File: config.mk
export PLATFORM = sky130hd
export DESIGN_NAME = avs_ahb_lite_master_flat
export DESIGN_NICKNAME = d
export VERILOG_FILES = /design/src/rtl/avs_ahb_lite_master_if.sv /design/src/rtl/avs_ahb_lite_master.sv /design/src/flat_wrapper.sv
export SDC_FILE = /design/constraint.sdc
export NUM_CORES = 1
export LEC_CHECK = 0
export ABC_AREA = 0
export ABC_CLOCK_PERIOD_IN_PS = 5000
export BUFFER_PORTS_ARGS = -buffer_cell sky130_fd_sc_hd__buf_2
export CAP_MARGIN = 20
export CORE_ASPECT_RATIO = 1.75
export CORE_MARGIN = 2
export CORE_UTILIZATION = 52
export CTS_BUF_LIST = sky130_fd_sc_hd__clkbuf_2 sky130_fd_sc_hd__clkbuf_4 sky130_fd_sc_hd__clkbuf_8
export DETAILED_ROUTE_END_ITERATION = 10
export PLACE_DENSITY = 0.95
export REMOVE_ABC_BUFFERS = 1
export SYNTH_ARGS = -nofsm -noshare
export SYNTH_HDL_FRONTEND = slang
export SYNTH_SLANG_ARGS = --single-unit
File: constraint.sdc
create_clock -name HCLK -period 5 [get_ports HCLK]
set_clock_uncertainty 0.15 [all_clocks]
set_input_delay 0.25 -clock HCLK [delete_from_list [all_inputs] [get_ports HCLK]]
set_output_delay 0.25 -clock HCLK [all_outputs]
set_load 0.1 [all_outputs]
File: src/rtl/avs_ahb_lite_master_if.sv
`default_nettype none
// =============================================================================
// Module   : avs_ahb_lite_master_if
// Brief    : Avalon-MM slave + AHB-Lite master signal bundle for the bridge.
// Revision : 1.0 - initial release
// =============================================================================
interface avs_ahb_lite_master_if #(
  parameter int HADDR_WIDTH = 32,
  parameter int AADDR_WIDTH = 30
);
  logic [AADDR_WIDTH-1:0] avs_address;
  logic                   avs_read;
  logic                   avs_write;
  logic [3:0]             avs_byteenable;
  logic [31:0]            avs_writedata;
  logic [31:0]            avs_readdata;
  logic                   avs_readdatavalid;
  logic                   avs_waitrequest;
  logic [1:0]             avs_response;

  logic [HADDR_WIDTH-1:0] HADDR;
  logic [2:0]             HBURST;
  logic                   HMASTLOCK;
  logic [3:0]             HPROT;
  logic [2:0]             HSIZE;
  logic [1:0]             HTRANS;
  logic                   HWRITE;
  logic [31:0]            HWDATA;
  logic [31:0]            HRDATA;
  logic                   HREADY;
  logic                   HRESP;

  // master: the bridge itself (AHB master, Avalon responder)
  modport master (
    input  avs_address, avs_read, avs_write, avs_byteenable, avs_writedata,
           HRDATA, HREADY, HRESP,
    output avs_readdata, avs_readdatavalid, avs_waitrequest, avs_response,
           HADDR, HBURST, HMASTLOCK, HPROT, HSIZE, HTRANS, HWRITE, HWDATA
  );

  // slave: the surrounding system (Avalon initiator plus AHB slave)
  modport slave (
    output avs_address, avs_read, avs_write, avs_byteenable, avs_writedata,
           HRDATA, HREADY, HRESP,
    input  avs_readdata, avs_readdatavalid, avs_waitrequest, avs_response,
           HADDR, HBURST, HMASTLOCK, HPROT, HSIZE, HTRANS, HWRITE, HWDATA
  );
endinterface
`default_nettype wire

File: src/rtl/avs_ahb_lite_master.sv
`default_nettype none
// =============================================================================
// Module   : avs_ahb_lite_master
// Brief    : Avalon-MM slave to AHB-Lite master bridge, single non-posted
//            transfers, sparse byteenables split into ascending byte transfers.
// Revision : 1.0 - initial release
// =============================================================================
module avs_ahb_lite_master #(
  parameter int         HADDR_WIDTH = 32,
  parameter int         AADDR_WIDTH = 30,
  parameter int         AADDR_OFFST = 2,
  parameter logic [3:0] HPROT_VAL   = 4'b0011
) (
  input  wire                   HCLK,
  input  wire                   HRESETn,
  avs_ahb_lite_master_if.master bus
);

  typedef enum logic [2:0] {
    S_IDLE = 3'd0,
    S_ADDR = 3'd1,
    S_DATA = 3'd2,
    S_DONE = 3'd3,
    S_RESP = 3'd4
  } state_t;

  localparam logic [1:0] c_HTRANS_IDLE   = 2'b00;
  localparam logic [1:0] c_HTRANS_NONSEQ = 2'b10;
  localparam logic [2:0] c_HSIZE_BYTE    = 3'd0;
  localparam logic [2:0] c_HSIZE_HALF    = 3'd1;
  localparam logic [2:0] c_HSIZE_WORD    = 3'd2;
  localparam logic [1:0] c_RESP_OKAY     = 2'b00;
  localparam logic [1:0] c_RESP_SLVERR   = 2'b10;

  state_t                 r_state;
  state_t                 w_state_nxt;

  logic [AADDR_WIDTH-1:0] r_addr;
  logic [3:0]             r_be;
  logic [3:0]             r_mask;
  logic [1:0]             r_off;
  logic [2:0]             r_size;
  logic [31:0]            r_wdata;
  logic [31:0]            r_rbuf;
  logic                   r_write;
  logic                   r_err;

  logic                   w_cmd;
  logic                   w_is_read;
  logic                   w_null_write;
  logic [3:0]             w_be_eff;
  logic [2:0]             w_size_dec;
  logic [1:0]             w_off_dec;
  logic [1:0]             w_lane;
  logic [3:0]             w_lane_oh;
  logic [3:0]             w_cur_lanes;
  logic [3:0]             w_mask_left;
  logic [31:0]            w_lane_bits;
  logic                   w_more;
  logic [AADDR_OFFST-1:0] w_off;
  logic [HADDR_WIDTH-1:0] w_haddr;

  logic [1:0]             w_htrans;
  logic                   w_waitreq;
  logic                   w_rdv;
  logic [1:0]             w_resp;

  // Lowest set lane; an empty mask maps to lane 0 so HADDR idles at the base.
  function automatic logic [1:0] f_low_lane(input logic [3:0] m);
    if (m[0])      return 2'd0;
    else if (m[1]) return 2'd1;
    else if (m[2]) return 2'd2;
    else if (m[3]) return 2'd3;
    else           return 2'd0;
  endfunction

  assign w_is_read    = bus.avs_read;
  assign w_cmd        = bus.avs_read | bus.avs_write;
  assign w_be_eff     = (w_is_read && (bus.avs_byteenable == 4'b0000)) ? 4'b1111
                                                                       : bus.avs_byteenable;
  assign w_null_write = !w_is_read && (bus.avs_byteenable == 4'b0000);

  always_comb begin
    w_size_dec = c_HSIZE_BYTE;
    w_off_dec  = 2'd0;
    case (w_be_eff)
      4'b1111: w_size_dec = c_HSIZE_WORD;
      4'b0011: w_size_dec = c_HSIZE_HALF;
      4'b1100: begin
        w_size_dec = c_HSIZE_HALF;
        w_off_dec  = 2'd2;
      end
      default: ;
    endcase
  end

  // Byte mode walks r_mask; half/word transfers use the decoded offset.
  assign w_lane      = f_low_lane(r_mask);
  assign w_lane_oh   = 4'b0001 << w_lane;
  assign w_cur_lanes = (r_size == c_HSIZE_BYTE) ? w_lane_oh : r_be;
  assign w_mask_left = r_mask & ~w_lane_oh;
  assign w_more      = (r_size == c_HSIZE_BYTE) && (w_mask_left != 4'b0000);
  assign w_lane_bits = {{8{w_cur_lanes[3]}}, {8{w_cur_lanes[2]}},
                        {8{w_cur_lanes[1]}}, {8{w_cur_lanes[0]}}};
  assign w_off       = AADDR_OFFST'((r_size == c_HSIZE_BYTE) ? w_lane : r_off);
  assign w_haddr     = {r_addr, w_off};

  always_ff @(posedge HCLK or negedge HRESETn) begin
    if (!HRESETn) r_state <= S_IDLE;
    else          r_state <= w_state_nxt;
  end

  always_comb begin
    w_state_nxt = r_state;
    w_htrans    = c_HTRANS_IDLE;
    w_waitreq   = 1'b1;
    w_rdv       = 1'b0;
    w_resp      = c_RESP_OKAY;
    case (r_state)
      S_IDLE: begin
        if (w_cmd) w_state_nxt = w_null_write ? S_DONE : S_ADDR;
      end
      S_ADDR: begin
        w_htrans = c_HTRANS_NONSEQ;
        if (bus.HREADY) w_state_nxt = S_DATA;
      end
      S_DATA: begin
        if (bus.HREADY) w_state_nxt = (w_more && !bus.HRESP) ? S_ADDR : S_DONE;
      end
      S_DONE: begin
        w_waitreq   = 1'b0;
        w_resp      = r_err ? c_RESP_SLVERR : c_RESP_OKAY;
        w_state_nxt = r_write ? S_IDLE : S_RESP;
      end
      S_RESP: begin
        w_rdv       = 1'b1;
        w_resp      = r_err ? c_RESP_SLVERR : c_RESP_OKAY;
        w_state_nxt = S_IDLE;
      end
      default: w_state_nxt = S_IDLE;
    endcase
  end

  always_ff @(posedge HCLK or negedge HRESETn) begin
    if (!HRESETn) begin
      r_addr  <= '0;
      r_be    <= '0;
      r_mask  <= '0;
      r_off   <= '0;
      r_size  <= c_HSIZE_BYTE;
      r_wdata <= '0;
      r_rbuf  <= '0;
      r_write <= 1'b0;
      r_err   <= 1'b0;
    end else begin
      if (r_state == S_IDLE && w_cmd) begin
        r_addr  <= bus.avs_address;
        r_be    <= w_be_eff;
        r_mask  <= w_be_eff;
        r_off   <= w_off_dec;
        r_size  <= w_size_dec;
        r_wdata <= bus.avs_writedata;
        r_write <= !w_is_read;
        r_err   <= 1'b0;
        r_rbuf  <= '0;
      end else if (r_state == S_DATA && bus.HREADY) begin
        r_rbuf <= (r_rbuf & ~w_lane_bits) | (bus.HRDATA & w_lane_bits);
        r_err  <= r_err | bus.HRESP;
        if (r_size == c_HSIZE_BYTE) r_mask <= w_mask_left;
      end
    end
  end

  assign bus.HADDR             = w_haddr;
  assign bus.HBURST            = 3'b000;
  assign bus.HMASTLOCK         = 1'b0;
  assign bus.HPROT             = HPROT_VAL;
  assign bus.HSIZE             = r_size;
  assign bus.HTRANS            = w_htrans;
  assign bus.HWRITE            = r_write;
  assign bus.HWDATA            = r_wdata;
  assign bus.avs_waitrequest   = w_waitreq;
  assign bus.avs_readdatavalid = w_rdv;
  assign bus.avs_response      = w_resp;
  assign bus.avs_readdata      = w_rdv ? r_rbuf : 32'h0;

endmodule
`default_nettype wire

File: src/flat_wrapper.sv
// flat-port wrapper written by rule: the top's interface ports become plain ports
module avs_ahb_lite_master_flat 
#(
  parameter int         HADDR_WIDTH = 32,
  parameter int         AADDR_WIDTH = 30,
  parameter int         AADDR_OFFST = 2,
  parameter logic [3:0] HPROT_VAL   = 4'b0011
)
  (HCLK, HRESETn, bus_avs_address, bus_avs_read, bus_avs_write, bus_avs_byteenable, bus_avs_writedata, bus_HRDATA, bus_HREADY, bus_HRESP, bus_avs_readdata, bus_avs_readdatavalid, bus_avs_waitrequest, bus_avs_response, bus_HADDR, bus_HBURST, bus_HMASTLOCK, bus_HPROT, bus_HSIZE, bus_HTRANS, bus_HWRITE, bus_HWDATA);
  avs_ahb_lite_master_if #(.HADDR_WIDTH(HADDR_WIDTH), .AADDR_WIDTH(AADDR_WIDTH)) bus_i ();
  input  wire HCLK;
  input  wire HRESETn;
  input wire logic [$bits(bus_i.avs_address)-1:0] bus_avs_address;
  input wire logic [$bits(bus_i.avs_read)-1:0] bus_avs_read;
  input wire logic [$bits(bus_i.avs_write)-1:0] bus_avs_write;
  input wire logic [$bits(bus_i.avs_byteenable)-1:0] bus_avs_byteenable;
  input wire logic [$bits(bus_i.avs_writedata)-1:0] bus_avs_writedata;
  input wire logic [$bits(bus_i.HRDATA)-1:0] bus_HRDATA;
  input wire logic [$bits(bus_i.HREADY)-1:0] bus_HREADY;
  input wire logic [$bits(bus_i.HRESP)-1:0] bus_HRESP;
  output wire logic [$bits(bus_i.avs_readdata)-1:0] bus_avs_readdata;
  output wire logic [$bits(bus_i.avs_readdatavalid)-1:0] bus_avs_readdatavalid;
  output wire logic [$bits(bus_i.avs_waitrequest)-1:0] bus_avs_waitrequest;
  output wire logic [$bits(bus_i.avs_response)-1:0] bus_avs_response;
  output wire logic [$bits(bus_i.HADDR)-1:0] bus_HADDR;
  output wire logic [$bits(bus_i.HBURST)-1:0] bus_HBURST;
  output wire logic [$bits(bus_i.HMASTLOCK)-1:0] bus_HMASTLOCK;
  output wire logic [$bits(bus_i.HPROT)-1:0] bus_HPROT;
  output wire logic [$bits(bus_i.HSIZE)-1:0] bus_HSIZE;
  output wire logic [$bits(bus_i.HTRANS)-1:0] bus_HTRANS;
  output wire logic [$bits(bus_i.HWRITE)-1:0] bus_HWRITE;
  output wire logic [$bits(bus_i.HWDATA)-1:0] bus_HWDATA;
  assign bus_i.avs_address = bus_avs_address;
  assign bus_i.avs_read = bus_avs_read;
  assign bus_i.avs_write = bus_avs_write;
  assign bus_i.avs_byteenable = bus_avs_byteenable;
  assign bus_i.avs_writedata = bus_avs_writedata;
  assign bus_i.HRDATA = bus_HRDATA;
  assign bus_i.HREADY = bus_HREADY;
  assign bus_i.HRESP = bus_HRESP;
  assign bus_avs_readdata = bus_i.avs_readdata;
  assign bus_avs_readdatavalid = bus_i.avs_readdatavalid;
  assign bus_avs_waitrequest = bus_i.avs_waitrequest;
  assign bus_avs_response = bus_i.avs_response;
  assign bus_HADDR = bus_i.HADDR;
  assign bus_HBURST = bus_i.HBURST;
  assign bus_HMASTLOCK = bus_i.HMASTLOCK;
  assign bus_HPROT = bus_i.HPROT;
  assign bus_HSIZE = bus_i.HSIZE;
  assign bus_HTRANS = bus_i.HTRANS;
  assign bus_HWRITE = bus_i.HWRITE;
  assign bus_HWDATA = bus_i.HWDATA;
  avs_ahb_lite_master #(.HADDR_WIDTH(HADDR_WIDTH), .AADDR_WIDTH(AADDR_WIDTH), .AADDR_OFFST(AADDR_OFFST), .HPROT_VAL(HPROT_VAL)) u_core (.HCLK(HCLK), .HRESETn(HRESETn), .bus(bus_i));
endmodule
==> flow_summary.json, run 1 <==
{
  "outcome": "finished, final reports clean",
  "yosys.area.top_type": "dfrtp_1",
  "syn_to_final_growth_pct": 44.18,
  "drv_slew": 0,
  "path_cells": "nor3_2 -> o21a_2 -> buf_4 -> mux2_2",
  "first_iter_violations": 365,
  "cts_tree": "done",
  "cts_max_level": 3,
  "hold_viol_final": 0,
  "synth-edff-count": 0,
  "whs_path_depth": 3,
  "antenna_found_initial": 1,
  "fin_nets": 881,
  "relSlewSlack_pct": 32.64,
  "cts_sinks": 110,
  "cts.clk_slew.worst_paths_ns": 0.10,
  "io_buffers": 206,
  "hold_path_class": "primary input to flop",
  "routedWlPerCell_um": 16.95,
  "setup_viol": 0,
  "fin_crit_sh_pct": 53.76,
  "cts_hold_buf": 91,
  "io_pins": 218,
  "synth_area_um2": 4817,
  "dp_hpwl_um": 9095,
  "synth_top_area_share_pct": 57.14,
  "yosysSeqAreaShare_pct": 57.14,
  "layout-drive-gt1-share_pct": 31.20,
  "cts_buffers": 9,
  "yosys.cell_count.top_type": "nand2_1",
  "initial_utilization_pct": 53.31,
  "dr.pass1.iters": 5,
  "post_cts_buffers": 0,
  "cts_resized": 0,
  "timing.fmax_mhz": 372.0,
  "synthDistinctLibCells": 43,
  "fillerInstances": 570,
  "fp.coreArea_um2": 9036,
  "synth-seq-cells": 110,
  "synth_common_cells": "nand2_1, dfrtp_1, and2_1",
  "wirelength_um": 15310,
  "fin_area_um2": 6945,
  "place_congestion": 0.9368,
  "rows": 46,
  "grtUsageTotal_pct": 30.85,
  "rsz0062_at_grt": "false",
  "via_count": 4843,
  "die-width_um": 76.76,
  "ff_latch_area_um2": 2753,
  "multi_input_area_um2": 1858,
  "rr_worst_depth": 4,
  "synth-async-reset-ratio_pct": 100.0,
  "synthFlopType": "dfrtp_1",
  "ant_nets": 0,
  "syn_inst": 501,
  "grt_pass1_wl_um": 24360,
  "min_period_ns": 2.688,
  "place_area_um2": 5832,
  "crit_slowest_cell": "o21a_2",
  "required_ns": 5.11,
  "crit_path_max_incr_delay_ns": 0.63,
  "crit_arrival_ns": 2.79,
  "cp_max_fo": 42,
  "cp-end-kind": "flop",
  "path_class": "flop to flop",
  "root_buffer": "clkbuf_8",
  "grt_max_degree": 59,
  "gr-total-overflow": 0,
  "avgSynthCellArea_um2": 9.615,
  "via_per_inst": 5.363,
  "die_y_um": 131.3,
  "crit_path_start_kind": "flop",
  "insertion_delay_ns": 0.36,
  "synth_warnings": 0,
  "grt_pass1_vias": 4984,
  "dieArea_um2": 10080,
  "route.detailed.drc": 0,
  "cap_viol_max_count": 0,
  "ctsLongestPathBuffers": 2,
  "synthTopCellsByArea": "dfrtp_1, nand2_1, and2_1, o221a_1, o221a_2",
  "worst_slew_pin_slew_ns": 1.007
}
cell usage in the layout, fill, tap and decap left out, types with 2 or more instances in the layout:
master	Yosys	final
and2_1	32	32
nor3_1	7	7
or4b_1	2	2
o21ai_0	7	7
nor3b_1	3	2
o221a_1	15	15
conb_1	2	11
clkbuf_8	0	9
nor2_1	19	19
o221a_2	9	9
nor2b_1	3	3
mux2i_1	8	8
buf_4	11	5
buf_2	14	205
dfrtp_1	110	110
a21oi_1	9	9
a31oi_1	5	5
nor3b_2	1	2
nand2_1	192	192
a21o_1	5	5
o21a_1	3	2
inv_6	0	2
inv_1	2	2
nor4_1	3	3
dlygate4sd3_1	0	91
through the flow:
stage          cells  hold slack [ns]  setup TNS, ns  setup slack [ns]  utilization [%]
6_report         903          0.02596              0             2.312            76.86
5_1_grt          903         0.003455              0             2.120            76.86
4_1_cts          902         0.002125              0             2.355            76.83
3_5_place_dp     795           0.1863              0             2.373            64.54
3_3_place_gp     795           0.1688              0             2.473            64.54
2_1_floorplan    465          -0.1956         -9.630            -1.581                -
kinds of logic (layout without fill, tap and decap cells):
logic type,after synthesis,after routing,share of synthesized area (%)
AOI/OAI and AO/OA,62,62,10.60
buffers and inverters,47,319,5.351
DFF,110,110,57.14
muxes,9,9,1.896
other,2,12,0.1559
and+or+nand+nor,271,271,24.86
flip-flops by register name (all words and copies together), names as in the netlist:
signal / cells
u_core.bus.HWDATA: 32
u_core.r_rbuf: 32
u_core.r_addr: 30
u_core.r_be: 4
u_core.r_mask: 4
u_core.r_state: 3
u_core.bus.HSIZE: 2
u_core.bus.HWRITE: 1
u_core.r_err: 1
u_core.r_off: 1
layer usage:
layer / GRT usage (%) / up-vias / part of all wire, % / wire length (um)
li1: - / 2169 / - / -
met1: 31.79 / 2300 / 34 / 5248
met2: 54.39 / 296 / 52 / 8015
met3: 6.868 / 78 / 6.5 / 999
met4: 21.21 / 0 / 6.8 / 1042
met5: 0 / - / 0 / 0
critical path, delay by kind of cell, from the launching register on:
family	cells	cell delay [ns]
buf+inv	1	0.50
compound gates	1	0.63
mux	1	0.38
flops	1	0.50
simple gates	1	0.39
area by class of cell:
cell class	count	share of cell area [%]
timing repair buffer	301	28.43
inverter	2	0.1081
antenna	1	0.03603
multi-input combinational	353	26.75
sequential	110	39.63
tap	120	2.162
clock buffer	10	1.892
clock inverter	6	0.9908
path summary, 6_finish.rpt:
check	end	start	slack, ns
max	u_core.r_off[1]	u_core.r_state[1]	2.31
min	u_core.r_rbuf[11]	bus_HRDATA[11]	0.03
max reg2reg	u_core.r_off[1]	u_core.r_state[1]	2.31
min reg2reg	u_core.bus.HWDATA[17]	u_core.bus.HWDATA[17]	0.33
max in group asynchronous	u_core.r_rbuf[0]	HRESETn	3.19
min in group asynchronous	u_core.r_addr[4]	HRESETn	0.29
Power of run 1 is left out: the tool's default activity adds up to more than one toggle a clock period on the data nets, which glitch-free logic cannot reach.
==> run 2, diff against run 1 <==
--- a/config.mk
+++ b/config.mk
@@ -6,15 +6,15 @@
 export NUM_CORES = 1
 export LEC_CHECK = 0
 export ABC_AREA = 0
-export ABC_CLOCK_PERIOD_IN_PS = 5000
+export ABC_CLOCK_PERIOD_IN_PS = 2250
 export BUFFER_PORTS_ARGS = -buffer_cell sky130_fd_sc_hd__buf_2
 export CAP_MARGIN = 20
 export CORE_ASPECT_RATIO = 1.75
 export CORE_MARGIN = 2
-export CORE_UTILIZATION = 52
+export CORE_UTILIZATION = 44
 export CTS_BUF_LIST = sky130_fd_sc_hd__clkbuf_2 sky130_fd_sc_hd__clkbuf_4 sky130_fd_sc_hd__clkbuf_8
 export DETAILED_ROUTE_END_ITERATION = 10
-export PLACE_DENSITY = 0.95
+export PLACE_DENSITY = 0.91
 export REMOVE_ABC_BUFFERS = 1
 export SYNTH_ARGS = -nofsm -noshare
 export SYNTH_HDL_FRONTEND = slang
==> constraint.sdc (replaced) <==
create_clock -name HCLK -period 2.25 [get_ports HCLK]
set_clock_uncertainty 0.15 [all_clocks]
set_input_delay 0.1125 -clock HCLK [delete_from_list [all_inputs] [get_ports HCLK]]
set_output_delay 0.1125 -clock HCLK [all_outputs]
set_load 0.1 [all_outputs]
==> run 2 against run 1 <==
  * Routed wire length increased by 0.79%
  * First-iteration DRC count decreased by 34%
  * Core utilization decreased by 6.1 points
  * Clock-buffer cell count increased by 2
==> flow_summary.json, run 2 (synthesized netlist as in run 1, its figures left out) <==
{
  "outcome": "finished, final reports clean",
  "via_count": 4823,
  "worst-path-buf-inv": 3,
  "required_ns": 1.99,
  "ff_latch_area_um2": 2753,
  "crit_path_start_kind": "flop",
  "die_y_um": 142.4,
  "dp_hpwl_um": 9156,
  "route.detailed.drc": 0,
  "timing.fmax_mhz": 464.2,
  "min_from": "bus_avs_byteenable[2]",
  "path_class": "flop to output pin",
  "io_pins": 218,
  "crit_slowest_cell": "dfrtp_1",
  "cp_max_fo": 11,
  "grt_pass1_vias": 5143,
  "multi_input_area_um2": 1864,
  "root_buffer": "clkbuf_8",
  "ant_nets": 0,
  "reg2reg_from": "u_core.r_state[0]",
  "worst_slew_pin_slew_ns": 0.5746,
  "relSlewSlack_pct": 61.62,
  "r2r_end": "u_core.r_rbuf[6]",
  "layout-drive-gt1-share_pct": 31.59,
  "path_cells": "nor3b_4 -> buf_4 -> inv_1 -> a21boi_1 -> buf_12",
  "dr.pass1.iters": 6,
  "cts_tree": "done",
  "fp.coreArea_um2": 10700,
  "met1_usage_pct": 27.78,
  "rows": 50,
  "place_congestion": 0.7897,
  "grtUsageTotal_pct": 26.04,
  "mostFrequentLayoutCells": "nand2_1, buf_2, dfrtp_1, dlygate4sd3_1, and2_1",
  "hold_slack_ns": 0.06051,
  "final_common_cell": "nand2_1",
  "fillerInstances": 681,
  "cts.clk_slew.worst_paths_ns": 0.10,
  "initial_utilization_pct": 45.03,
  "use_met2_pct": 48.01,
  "io_buffers": 206,
  "crit_path_max_incr_delay_ns": 0.53,
  "gr-total-overflow": 0,
  "min_period_ns": 2.154,
  "fin_crit_sh_pct": 95.73,
  "routedWlPerCell_um": 16.50,
  "critical_path.top_delay_family": "flip-flops",
  "rr_worst_depth": 3,
  "grt_max_degree": 51,
  "wirelength_um": 15430,
  "fin_nets": 903,
  "cap_viol_max_count": 0,
  "crit_arrival_ns": 1.89,
  "cts_buffers": 9,
  "hold_path_class": "primary input to flop",
  "grt_busiest_layer": "met2",
  "met3_usage_pct": 6.032,
  "r2r_setup_slack_ns": 0.20,
  "whs_path_depth": 4,
  "antenna_found_initial": 0,
  "syn_to_final_growth_pct": 57.25,
  "drv_slew": 0,
  "setup_viol": 0,
  "cts_max_level": 3,
  "hold_viol_final": 0,
  "via_per_inst": 5.158,
  "die-width_um": 83.10,
  "cp-end-kind": "output pin",
  "dieArea_um2": 11830,
  "min_to": "u_core.r_be[2]",
  "ctsLongestPathBuffers": 2,
  "insertion_delay_ns": 0.36,
  "cts_sinks": 110,
  "first_iter_violations": 240,
  "grt_pass1_wl_um": 24870
}
## run 2: cell types whose count changed in the layout (fill, tap and decap cells not counted), sizes merged
cell         previous run  this run
buf                   210       216
bufinv                  1         0
clkinvlp                1         3
dlygate4sd3            91       103
inv                     4         3
clkinv                  2         0
clkbuf                 10        16
## run 2: routing by layer
| metal | routed length (um) | part of all wire (%) |
|---|---|---|
| met5 | 0 | 0 |
| met4 | 550 | 3.6 |
| met3 | 868 | 5.6 |
| met2 | 8508 | 55 |
| met1 | 5498 | 36 |
## run 2: final cells by class
cell class              count  share of cell area [%]
diodes                      1                 0.03304
clock buffers              12                   1.933
clock inverters             4                  0.4130
inverters                   2                 0.09911
multi-input cells         353                   24.61
flip-flops and latches    110                   36.34
well taps                 130                   2.147
repair buffers            323                   34.42
## run 2: worst max-delay path by stage
stage	start	to	slack, ns	cells past startpoint
after floorplan	u_core.r_state[0]	bus_avs_response[1]	-4.19	3
after global placement	u_core.r_state[2]	bus_avs_readdata[9]	0.28	4
after detailed placement	u_core.r_state[2]	bus_avs_readdata[9]	0.25	4
after CTS	u_core.r_state[0]	bus_avs_response[1]	0.06	5
after global routing	u_core.r_state[2]	bus_avs_readdata[18]	-0.007	4
final	u_core.r_state[0]	bus_avs_response[1]	0.1	5
## run 2: what timing repair did
action	CTS	global route
endpoints found under the hold margin	211	0
pin swaps	1	0
setup endpoints to repair	33	5
gates resized for setup	1	5
setup buffers	2	0
hold buffers	103	0
## run 2: through the flow
| step | instances | util, % | setup slack [ns] | cell area, um2 | TNS, ns |
|---|---|---|---|---|---|
| after floorplan | 465 | - | -4.194 | 4601 | -255.13 |
| after global placement | 813 | 59.19 | 0.2835 | 6332 | 0 |
| after detailed placement | 813 | 59.19 | 0.2462 | 6332 | 0 |
| after CTS | 934 | 70.69 | 0.05615 | 7562 | 0 |
| after global routing | 934 | 70.78 | -0.007286 | 7572 | -0.007286 |
| final | 935 | 70.81 | 0.09597 | 7575 | 0 |
## run 2: tightest hold or removal path, delay by kind of cell
family	cells	cell delay (ns)
buf+inv	1	0.14
compound gates	2	0.15
simple gates	1	0.13
Power of run 2 is left out for the same reason.
==> run 3, diff against run 2 <==
--- a/config.mk
+++ b/config.mk
@@ -14,6 +14,7 @@
 export CORE_UTILIZATION = 44
 export CTS_BUF_LIST = sky130_fd_sc_hd__clkbuf_2 sky130_fd_sc_hd__clkbuf_4 sky130_fd_sc_hd__clkbuf_8
 export DETAILED_ROUTE_END_ITERATION = 10
+export MAX_ROUTING_LAYER = met4
 export PLACE_DENSITY = 0.91
 export REMOVE_ABC_BUFFERS = 1
 export SYNTH_ARGS = -nofsm -noshare
==> run 3 against run 2 <==
  * Hold slack worse by 0.0018 ns
  * Core utilization unchanged
  * Register-to-register slack barely moved
  * Non-clock buffer count unchanged
  * First-iteration DRC count decreased by 8.8%
  * Fmax is essentially flat
  * Highest routed layer unchanged
  * Cell count is the same
  * Die area unchanged
  * Clock-buffer cell count stayed put
  * Critical path depth is the same
  * Global-route usage is 0.79 points higher
==> flow_summary.json, run 3 (synthesized netlist as in run 1, its figures left out) <==
{
  "outcome": "finished, final reports clean",
  "place_ws_ns": 0.2462,
  "cap_viol_max_count": 0,
  "dieArea_um2": 11830,
  "fin_crit_sh_pct": 95.82,
  "cts_tree": "done",
  "final_common_cell": "nand2_1",
  "drv_slew": 0,
  "grt_pass1_vias": 5123,
  "routedWlPerCell_um": 16.49,
  "dp_hpwl_um": 9156,
  "io_pins": 218,
  "cts_buffers": 9,
  "insertion_delay_ns": 0.36,
  "cp-end-kind": "output pin",
  "crit_path_start_kind": "flop",
  "setup_viol": 0,
  "via_per_inst": 5.176,
  "rows": 50,
  "cts_max_level": 3,
  "syn_to_final_growth_pct": 57.25,
  "timing.fmax_mhz": 463.8,
  "grt_pass1_wl_um": 24910,
  "die-width_um": 83.10,
  "place_congestion": 0.8008,
  "hold_viol_final": 0,
  "mostFrequentLayoutCells": "nand2_1, buf_2, dfrtp_1, dlygate4sd3_1, and2_1",
  "layout-drive-gt1-share_pct": 31.59,
  "worst_slew_pin_slew_ns": 0.5587,
  "crit_arrival_ns": 1.89,
  "first_iter_violations": 219,
  "cts.clk_slew.worst_paths_ns": 0.10,
  "cts_sinks": 110,
  "root_buffer": "clkbuf_8",
  "min_period_ns": 2.156,
  "fin_ws_ns": 0.09407,
  "grt_max_degree": 51,
  "fillerInstances": 681,
  "fin_nets": 903,
  "relSlewSlack_pct": 62.67,
  "fp.coreArea_um2": 10700,
  "die_y_um": 142.4,
  "grtUsageTotal_pct": 26.83,
  "path_class": "flop to output pin",
  "dr.pass1.iters": 5,
  "ant_nets": 0,
  "route.detailed.drc": 0,
  "initial_utilization_pct": 45.03,
  "wirelength_um": 15420,
  "required_ns": 1.99,
  "gr-total-overflow": 0,
  "antenna_found_initial": 0,
  "io_buffers": 206,
  "cp_max_fo": 11,
  "hold_path_class": "primary input to flop",
  "ctsLongestPathBuffers": 2,
  "via_count": 4840
}
==> run 3: what timing repair did <==
item / 4_1_cts / 5_1_grt
endpoints found under the hold margin: 211 / 0
endpoints found under the setup margin: 33 / 5
hold buffers: 103 / 0
gates resized for setup: 1 / 5
buffers inserted: 2 / 0
pin swaps: 1 / 0
==> run 3: critical path, stage by stage (launching register included) <==
cell      delay, ns
dfrtp_1        0.53
nor3b_4        0.28
buf_4          0.17
inv_1          0.04
a21boi_1       0.27
buf_12         0.23
==> run 3: area by class of cell <==
type                            count  area (um2)  area share [%]
Sequential cell                   110        2753           36.34
Multi-Input combinational cell    353        1864           24.61
Inverter                            2       7.507         0.09911
Tap cell                          130       162.7           2.147
Clock inverter                      4       31.28          0.4130
Antenna cell                        1       2.502         0.03304
Clock buffer                       12       146.4           1.933
Timing Repair Buffer              323        2608           34.42
==> run 3: path summary, 6_finish.rpt <==
path	cells after the start	slack (ns)	endpoint	startpoint
setup / recovery	5	0.09	bus_avs_response[1]	u_core.r_state[0]
hold / removal	4	0.06	u_core.r_be[2]	bus_avs_byteenable[2]
setup reg to reg	3	0.19	u_core.r_rbuf[6]	u_core.r_state[0]
hold reg to reg	2	0.33	u_core.bus.HWDATA[4]	u_core.bus.HWDATA[4]
max in group asynchronous	3	1.24	u_core.bus.HWDATA[3]	HRESETn
min in group asynchronous	2	0.08	u_core.r_rbuf[21]	HRESETn
==> run 3: per-stage QoR <==
stage	util (%)	cell area [um2]	hold WS (ns)	setup TNS, ns	std cells
after floorplan	-	4601	-0.3331	-255.13	465
after global placement	59.19	6332	-0.06842	0	813
after detailed placement	59.19	6332	-0.05754	0	813
after CTS	70.69	7562	0.02381	0	934
after global routing	70.78	7572	0.05877	-0.007275	934
final	70.81	7575	0.05872	0	935
==> run 3: routing by layer <==
layer / wire length (um) / up-vias / track usage [%]
li1: - / 2226 / -
met1: 5536 / 2331 / 28.51
met2: 8514 / 232 / 47.96
met3: 822 / 51 / 5.220
met4: 542 / 0 / 12.25
met5: 0 / - / -
Power of run 3 is left out for the same reason.
